[src/rtl/sum_stationary_pkg.sv]
// Shared definitions for the sum_stationary array and its downstream stages.
//   c_width()      : width of one accumulated result element.
//   bank_state_t   : occupancy state of one tile bank.
//   drain_dbg_t    : packed snapshot of the drain control state (debug port).
package sum_stationary_pkg;

    function automatic int c_width(input int data_width, input int n);
        return 2 * data_width + $clog2(n);
    endfunction

    typedef enum logic {
        BANK_EMPTY = 1'b0,
        BANK_FULL  = 1'b1
    } bank_state_t;

    // Bit layout, MSB first: bank0, bank1, wr_bank, rd_bank, count[1:0].
    typedef struct packed {
        bank_state_t bank0;
        bank_state_t bank1;
        logic        wr_bank;
        logic        rd_bank;
        logic [1:0]  count;
    } drain_dbg_t;

endpackage

[src/rtl/sum_stationary_tile_bank.sv]
// One N x N result tile register bank.
//   i_clk  : clock
//   i_we   : capture strobe; copies the whole tile i_d on this edge
//   i_d    : N*N elements, element r*N+c is row r, column c
//   i_sel  : row select for the read port
//   o_row  : N elements of the selected row (combinational read)
module sum_stationary_tile_bank
    import sum_stationary_pkg::*;
#(
    parameter int W  = 18,
    parameter int N  = 4,
    parameter int RW = $clog2(N)
) (
    input  logic          i_clk,
    input  logic          i_we,
    input  logic [W-1:0]  i_d [N*N],
    input  logic [RW-1:0] i_sel,
    output logic [W-1:0]  o_row [N]
);

    // Contents are not reset: a bank is only read while it is marked full.
    logic [W-1:0] r_mem [N][N];

    always_ff @(posedge i_clk) begin
        if (i_we) begin
            for (int r = 0; r < N; r++) begin
                for (int c = 0; c < N; c++) begin
                    r_mem[r][c] <= i_d[r*N + c];
                end
            end
        end
    end

    always_comb begin
        for (int c = 0; c < N; c++) begin
            o_row[c] = r_mem[i_sel][c];
        end
    end

endmodule

[src/rtl/sum_stationary_drain.sv]
// Ping-pong drain stage behind the sum_stationary array. Captures a full
// N x N result tile when valid_i pulses and streams it out one row per beat.
//   clk_i, reset_i : clock, synchronous active-high reset
//   valid_i, c_i   : tile strobe and tile from the array (no backpressure)
//   ready_i        : downstream accepts the presented row
//   valid_o, row_o : presented row and its qualifier
//   row_idx_o      : row number within the tile, last_o marks row N-1
//   overflow_o     : sticky, a tile arrived with both banks full and was lost
//   busy_o         : at least one bank holds an undrained tile
//   dbg_state_o    : drain_dbg_t snapshot of bank states, pointers and count
//
// Handshake: a row transfers on every clk_i edge where valid_o && ready_i.
// Once valid_o is high, row_o/row_idx_o/last_o stay stable until that
// transfer; valid_o only falls after a transfer or on reset.
module sum_stationary_drain
    import sum_stationary_pkg::*;
#(
    parameter int DATA_WIDTH   = 8,
    parameter int N            = 4,
    parameter int C_DATA_WIDTH = c_width(DATA_WIDTH, N)
) (
    input  logic                    clk_i,
    input  logic                    reset_i,
    input  logic                    valid_i,
    input  logic [C_DATA_WIDTH-1:0] c_i [N*N],
    input  logic                    ready_i,
    output logic                    valid_o,
    output logic [C_DATA_WIDTH-1:0] row_o [N],
    output logic [$clog2(N)-1:0]    row_idx_o,
    output logic                    last_o,
    output logic                    overflow_o,
    output logic                    busy_o,
    output logic [5:0]              dbg_state_o
);

    localparam int             RW       = $clog2(N);
    localparam logic [RW-1:0]  LAST_ROW = RW'(N - 1);

    bank_state_t   r_bank0;
    bank_state_t   r_bank1;
    logic          r_wr_bank;
    logic          r_rd_bank;
    logic [RW-1:0] r_row;
    logic          r_overflow;

    logic [1:0]    w_count;
    logic          w_valid;
    logic          w_beat;
    logic          w_final;
    logic          w_cap;
    logic          w_drop;
    logic [C_DATA_WIDTH-1:0] w_q0 [N];
    logic [C_DATA_WIDTH-1:0] w_q1 [N];
    drain_dbg_t    w_dbg;

    assign w_count = {1'b0, r_bank0 == BANK_FULL} + {1'b0, r_bank1 == BANK_FULL};
    assign w_valid = (w_count != 2'd0);
    assign w_beat  = w_valid && ready_i;
    assign w_final = w_beat && (r_row == LAST_ROW);
    // With both banks full, wr_bank == rd_bank, so a final-row beat frees
    // exactly the bank the incoming tile is about to be written into.
    assign w_cap   = valid_i && ((w_count != 2'd2) || w_final);
    assign w_drop  = valid_i && !w_cap;

    always_ff @(posedge clk_i) begin
        if (reset_i) begin
            r_bank0    <= BANK_EMPTY;
            r_bank1    <= BANK_EMPTY;
            r_wr_bank  <= 1'b0;
            r_rd_bank  <= 1'b0;
            r_row      <= '0;
            r_overflow <= 1'b0;
        end else begin
            if (w_beat) begin
                if (w_final) begin
                    r_row     <= '0;
                    r_rd_bank <= ~r_rd_bank;
                    if (r_rd_bank) r_bank1 <= BANK_EMPTY;
                    else           r_bank0 <= BANK_EMPTY;
                end else begin
                    r_row <= r_row + RW'(1);
                end
            end
            // Placed after the release so a same-bank capture wins.
            if (w_cap) begin
                r_wr_bank <= ~r_wr_bank;
                if (r_wr_bank) r_bank1 <= BANK_FULL;
                else           r_bank0 <= BANK_FULL;
            end
            if (w_drop) begin
                r_overflow <= 1'b1;
            end
        end
    end

    sum_stationary_tile_bank #(.W(C_DATA_WIDTH), .N(N), .RW(RW)) u_bank0 (
        .i_clk (clk_i),
        .i_we  (w_cap && !r_wr_bank),
        .i_d   (c_i),
        .i_sel (r_row),
        .o_row (w_q0)
    );

    sum_stationary_tile_bank #(.W(C_DATA_WIDTH), .N(N), .RW(RW)) u_bank1 (
        .i_clk (clk_i),
        .i_we  (w_cap && r_wr_bank),
        .i_d   (c_i),
        .i_sel (r_row),
        .o_row (w_q1)
    );

    always_comb begin
        for (int c = 0; c < N; c++) begin
            row_o[c] = r_rd_bank ? w_q1[c] : w_q0[c];
        end
    end

    assign valid_o    = w_valid;
    assign row_idx_o  = r_row;
    assign last_o     = w_valid && (r_row == LAST_ROW);
    assign overflow_o = r_overflow;
    assign busy_o     = w_valid;

    assign w_dbg.bank0   = r_bank0;
    assign w_dbg.bank1   = r_bank1;
    assign w_dbg.wr_bank = r_wr_bank;
    assign w_dbg.rd_bank = r_rd_bank;
    assign w_dbg.count   = w_count;
    assign dbg_state_o   = w_dbg;

endmodule

[config.mk]
export PLATFORM = sky130hd
export DESIGN_NAME = sum_stationary_drain
export DESIGN_NICKNAME = d
export VERILOG_FILES = /design/src/rtl/sum_stationary_pkg.sv /design/src/rtl/sum_stationary_tile_bank.sv /design/src/rtl/sum_stationary_drain.sv
export SDC_FILE = /design/constraint.sdc
export NUM_CORES = 1
export LEC_CHECK = 0
export ABC_AREA = 1
export BUFFER_PORTS_ARGS = -buffer_cell sky130_fd_sc_hd__buf_2
export CAP_MARGIN = 20
export CORE_MARGIN = 3
export CORE_UTILIZATION = 35
export DETAILED_ROUTE_END_ITERATION = 8
export SLEW_MARGIN = 20
export SYNTH_ARGS = -nofsm -noshare
export SYNTH_HDL_FRONTEND = slang
export SYNTH_SLANG_ARGS = --single-unit
[constraint.sdc]
create_clock -name clk_i -period 7.8 [get_ports clk_i]
set_input_delay 0 -clock clk_i [delete_from_list [all_inputs] [get_ports clk_i]]
set_output_delay 0 -clock clk_i [all_outputs]
set_load 0.02 [all_outputs]
==> results.sh <==
export IMPL_synth_enable_flop_cells=576
export IMPL_grt_max_degree=151
export IMPL_fin_crit_ns=3.60
export IMPL_firstDrtPassIters=5
export IMPL_hp_class="input port to flop"
export IMPL_wl_per_cell_um=17.6
export IMPL_fp_row_count=93
export IMPL_p_leak_nw=12.1
export IMPL_grt_setup_unrepaired="false"
export IMPL_dieWidth_um=264
export IMPL_max_freq_ghz=0.278
export IMPL_worstPathArrival_ns=3.60
export IMPL_drv_cap=0
export IMPL_worst_pin_slew_ns=0.983
export IMPL_finalCritPeriodShare_pct=46.2
export IMPL_postSynthCellCount=1963
export IMPL_synthFlopType="edfxtp_1"
export IMPL_first_iter_violations=1347
export IMPL_initial_core_util_pct=35.8
export IMPL_grt_pass1_wl_um=94300
export IMPL_yosysMostFrequentCell="nand2_1"
export IMPL_clk_path_buf_depth=3
export IMPL_report_final_hold_viol_count=0
export IMPL_grt_usage_pct=17.2
export IMPL_vias=16700
export IMPL_vias_per_cell=4.76
export IMPL_max_stage_delay_ns=0.83
export IMPL_coreArea_um2=65200
export IMPL_ir_drop_v=0.000161
export IMPL_synth_area_um2=23300
export IMPL_io_buffers=375
export IMPL_gp_congestion=0.825
export IMPL_power_density_nw_per_um2=248
export IMPL_clkTransAtPathRegs_ns=0.06
export IMPL_die_height_um=264
export IMPL_grt_overflow=0
export IMPL_path_cells="buf_4, buf_4, o21ai_0, o21ai_0, nand2_1, nand2_1, buf_2"
export IMPL_cp_end_kind="output pin"
export IMPL_yosys_warnings=0
export IMPL_post_cts_buffers=0
export IMPL_synth_commonest_cells="nand2_1 (794), edfxtp_1 (576), o21ai_0 (179), nor2_1 (148), o21ai_1 (112)"
export IMPL_skew_ns=0.0225
export IMPL_crit_path_top_delay_cell="buf_4"
export IMPL_io_pins=376
export IMPL_status="finished, final reports clean"
export IMPL_post_dp_hpwl_um=36400
export IMPL_worst_slew_margin_rel_pct=34.4
export IMPL_grt_pass1_vias=16900
export IMPL_dp_slack_ns=4.61
export IMPL_grt_antenna_before_repair=10
export IMPL_crit_fanout=94
export IMPL_synth_top_area_cell="edfxtp_1"
export IMPL_setup_viol_count_final=0
export IMPL_synthArstFlopShare_pct=0
export IMPL_cts_hold_buffers=293
export IMPL_cts_buffers_inserted=66
export IMPL_slew_violations=0
export IMPL_cts_htree_levels=3
export IMPL_totalWireLength_um=61900
export IMPL_rrSetupSlack_ns=4.46
export IMPL_path_class="flop to output pin"
export IMPL_synth_top_area_share_pct=74.2
export IMPL_area_growth_pct=32.3
export IMPL_clk_latency_ns=0.60
export IMPL_drc=0
export IMPL_synth_fp_nets=2259
export IMPL_cts_tree="done"
export IMPL_ctsResizeCount=0
export IMPL_critPathLaunchType="flop"
export IMPL_cts_sinks=585
export IMPL_postSynthAreaPerCell_um2=11.9
export IMPL_dieArea_um2=69700
export IMPL_drive_gt1_share_pct=18.7
export IMPL_nNetsFinal=2894
export IMPL_yosysUniqueCellTypes=22
export IMPL_yosys_top_cells_area="edfxtp_1 (74%), nand2_1 (13%), o21ai_0 (3.8%)"
export IMPL_finalSetupTns_ns=0
export IMPL_cts_root_buffer="clkbuf_16"
export IMPL_yosysSeqAreaShare_pct=75.0
export IMPL_postRouteAntennaNets=0
export IMPL_crit_required_ns=7.80
export IMPL_ys_seq_elements=585
export IMPL_fin_ws_ns=4.20
==> cells by family (layout without fill, tap and decap cells) <==
group | Yosys count | count (layout) | synth area share, %
AND/OR/NAND/NOR | 947 | 947 | 15.3
flip-flops | 585 | 585 | 75.0
AO/OA/AOI/OAI | 299 | 299 | 6.46
buffers and inverters | 128 | 814 | 3.09
adder cells (fa/ha/maj) | 4 | 4 | 0.215
other | 0 | 6 | 0
==> worst paths after layout <==
check	start	endpoint	cells past startpoint
max reg2reg	r_bank0$_SDFF_PP0_	u_bank1.r_mem[0][18]$_DFFE_PP_	8
min reg2reg	r_wr_bank$_SDFFE_PP0N_	r_wr_bank$_SDFFE_PP0N_	2
max	flop	row_o[22]	7
min	c_i[281]	u_bank1.r_mem[0][65]$_DFFE_PP_	2
==> routing by layer <==
layer	share of wire (%)	vias up	global-route usage [%]
met5	0.044	-	0
met4	2.3	4	6.02
met3	5.7	102	3.21
met2	51	534	29.8
met1	41	8052	21.6
li1	-	8008	-
==> sequential cells by signal, indices dropped and copies added (netlist names), named ones only <==
signal and flops:
u_bank1.r_mem 288, r_bank0 1, r_rd_bank 1, row_idx_o 2, u_bank0.r_mem 288, overflow_o 1, r_wr_bank 1, r_bank1 1
==> worst max-delay path, delay by kind of cell, from the launching register on <==
kind                   cells  cell delay, ns
AO/OA/AOI/OAI              2            0.47
flip-flops                 1            0.61
buffers and inverters      3            1.64
AND/OR/NAND/NOR            2            0.17
==> where the power goes <==
group	total [W]	internal (W)	switching (W)
clock network	0.00303	0.00179	0.00124
registers	0.00371	0.00366	0.0000495
logic	0.000921	0.000332	0.000589
==> area by class of cell <==
type,instances,area (um2)
sequential,585,17500
tap,855,1070
fill,5750,34300
inverter,13,76.3
antenna,6,15.0
multi-input combinational,1250,5120
clock inverter,44,392
timing repair buffer,682,4940
clock buffer,75,1750
==> per-stage QoR <==
step	std cells	utilization [%]	power [W]	hold slack (ns)	area (um2)
after floorplan	1963	-	0.00432	0.0691	23300
after global placement	3092	39.5	0.00455	0.187	25800
after detailed placement	3092	39.5	0.00458	0.192	25800
after global routing	3509	47.3	0.00798	0.112	30800
after CTS	3504	47.3	0.00776	0.0720	30800
final	3510	47.3	0.00766	0.126	30800
==> cells in the final DEF, fill, tap and decap left out <==
cell / synthesis / final
nand2_1: 794 / 794
inv_8: 1 / 3
clkinv_8: 0 / 2
inv_16: 0 / 1
edfxtp_1: 576 / 576
buf_12: 1 / 2
ha_1: 4 / 4
clkinvlp_4: 0 / 2
nor2_1: 148 / 148
o21ai_0: 179 / 179
inv_1: 11 / 8
dfxtp_4: 0 / 3
o21bai_1: 2 / 2
a21oi_1: 5 / 5
clkinv_4: 0 / 3
buf_4: 25 / 12
clkinv_2: 1 / 13
inv_4: 0 / 2
bufinv_16: 0 / 5
clkbuf_16: 0 / 69
o21ai_1: 112 / 112
dfxtp_1: 9 / 6
dlygate4sd3_1: 0 / 293
clkbuf_1: 42 / 6
o211a_1: 1 / 1
nand3_1: 4 / 4
buf_2: 27 / 375
inv_6: 0 / 3
clkinv_1: 0 / 15
diode_2: 0 / 6
nor3_1: 1 / 1
Note: power is estimated with default switching activity, not from simulation.
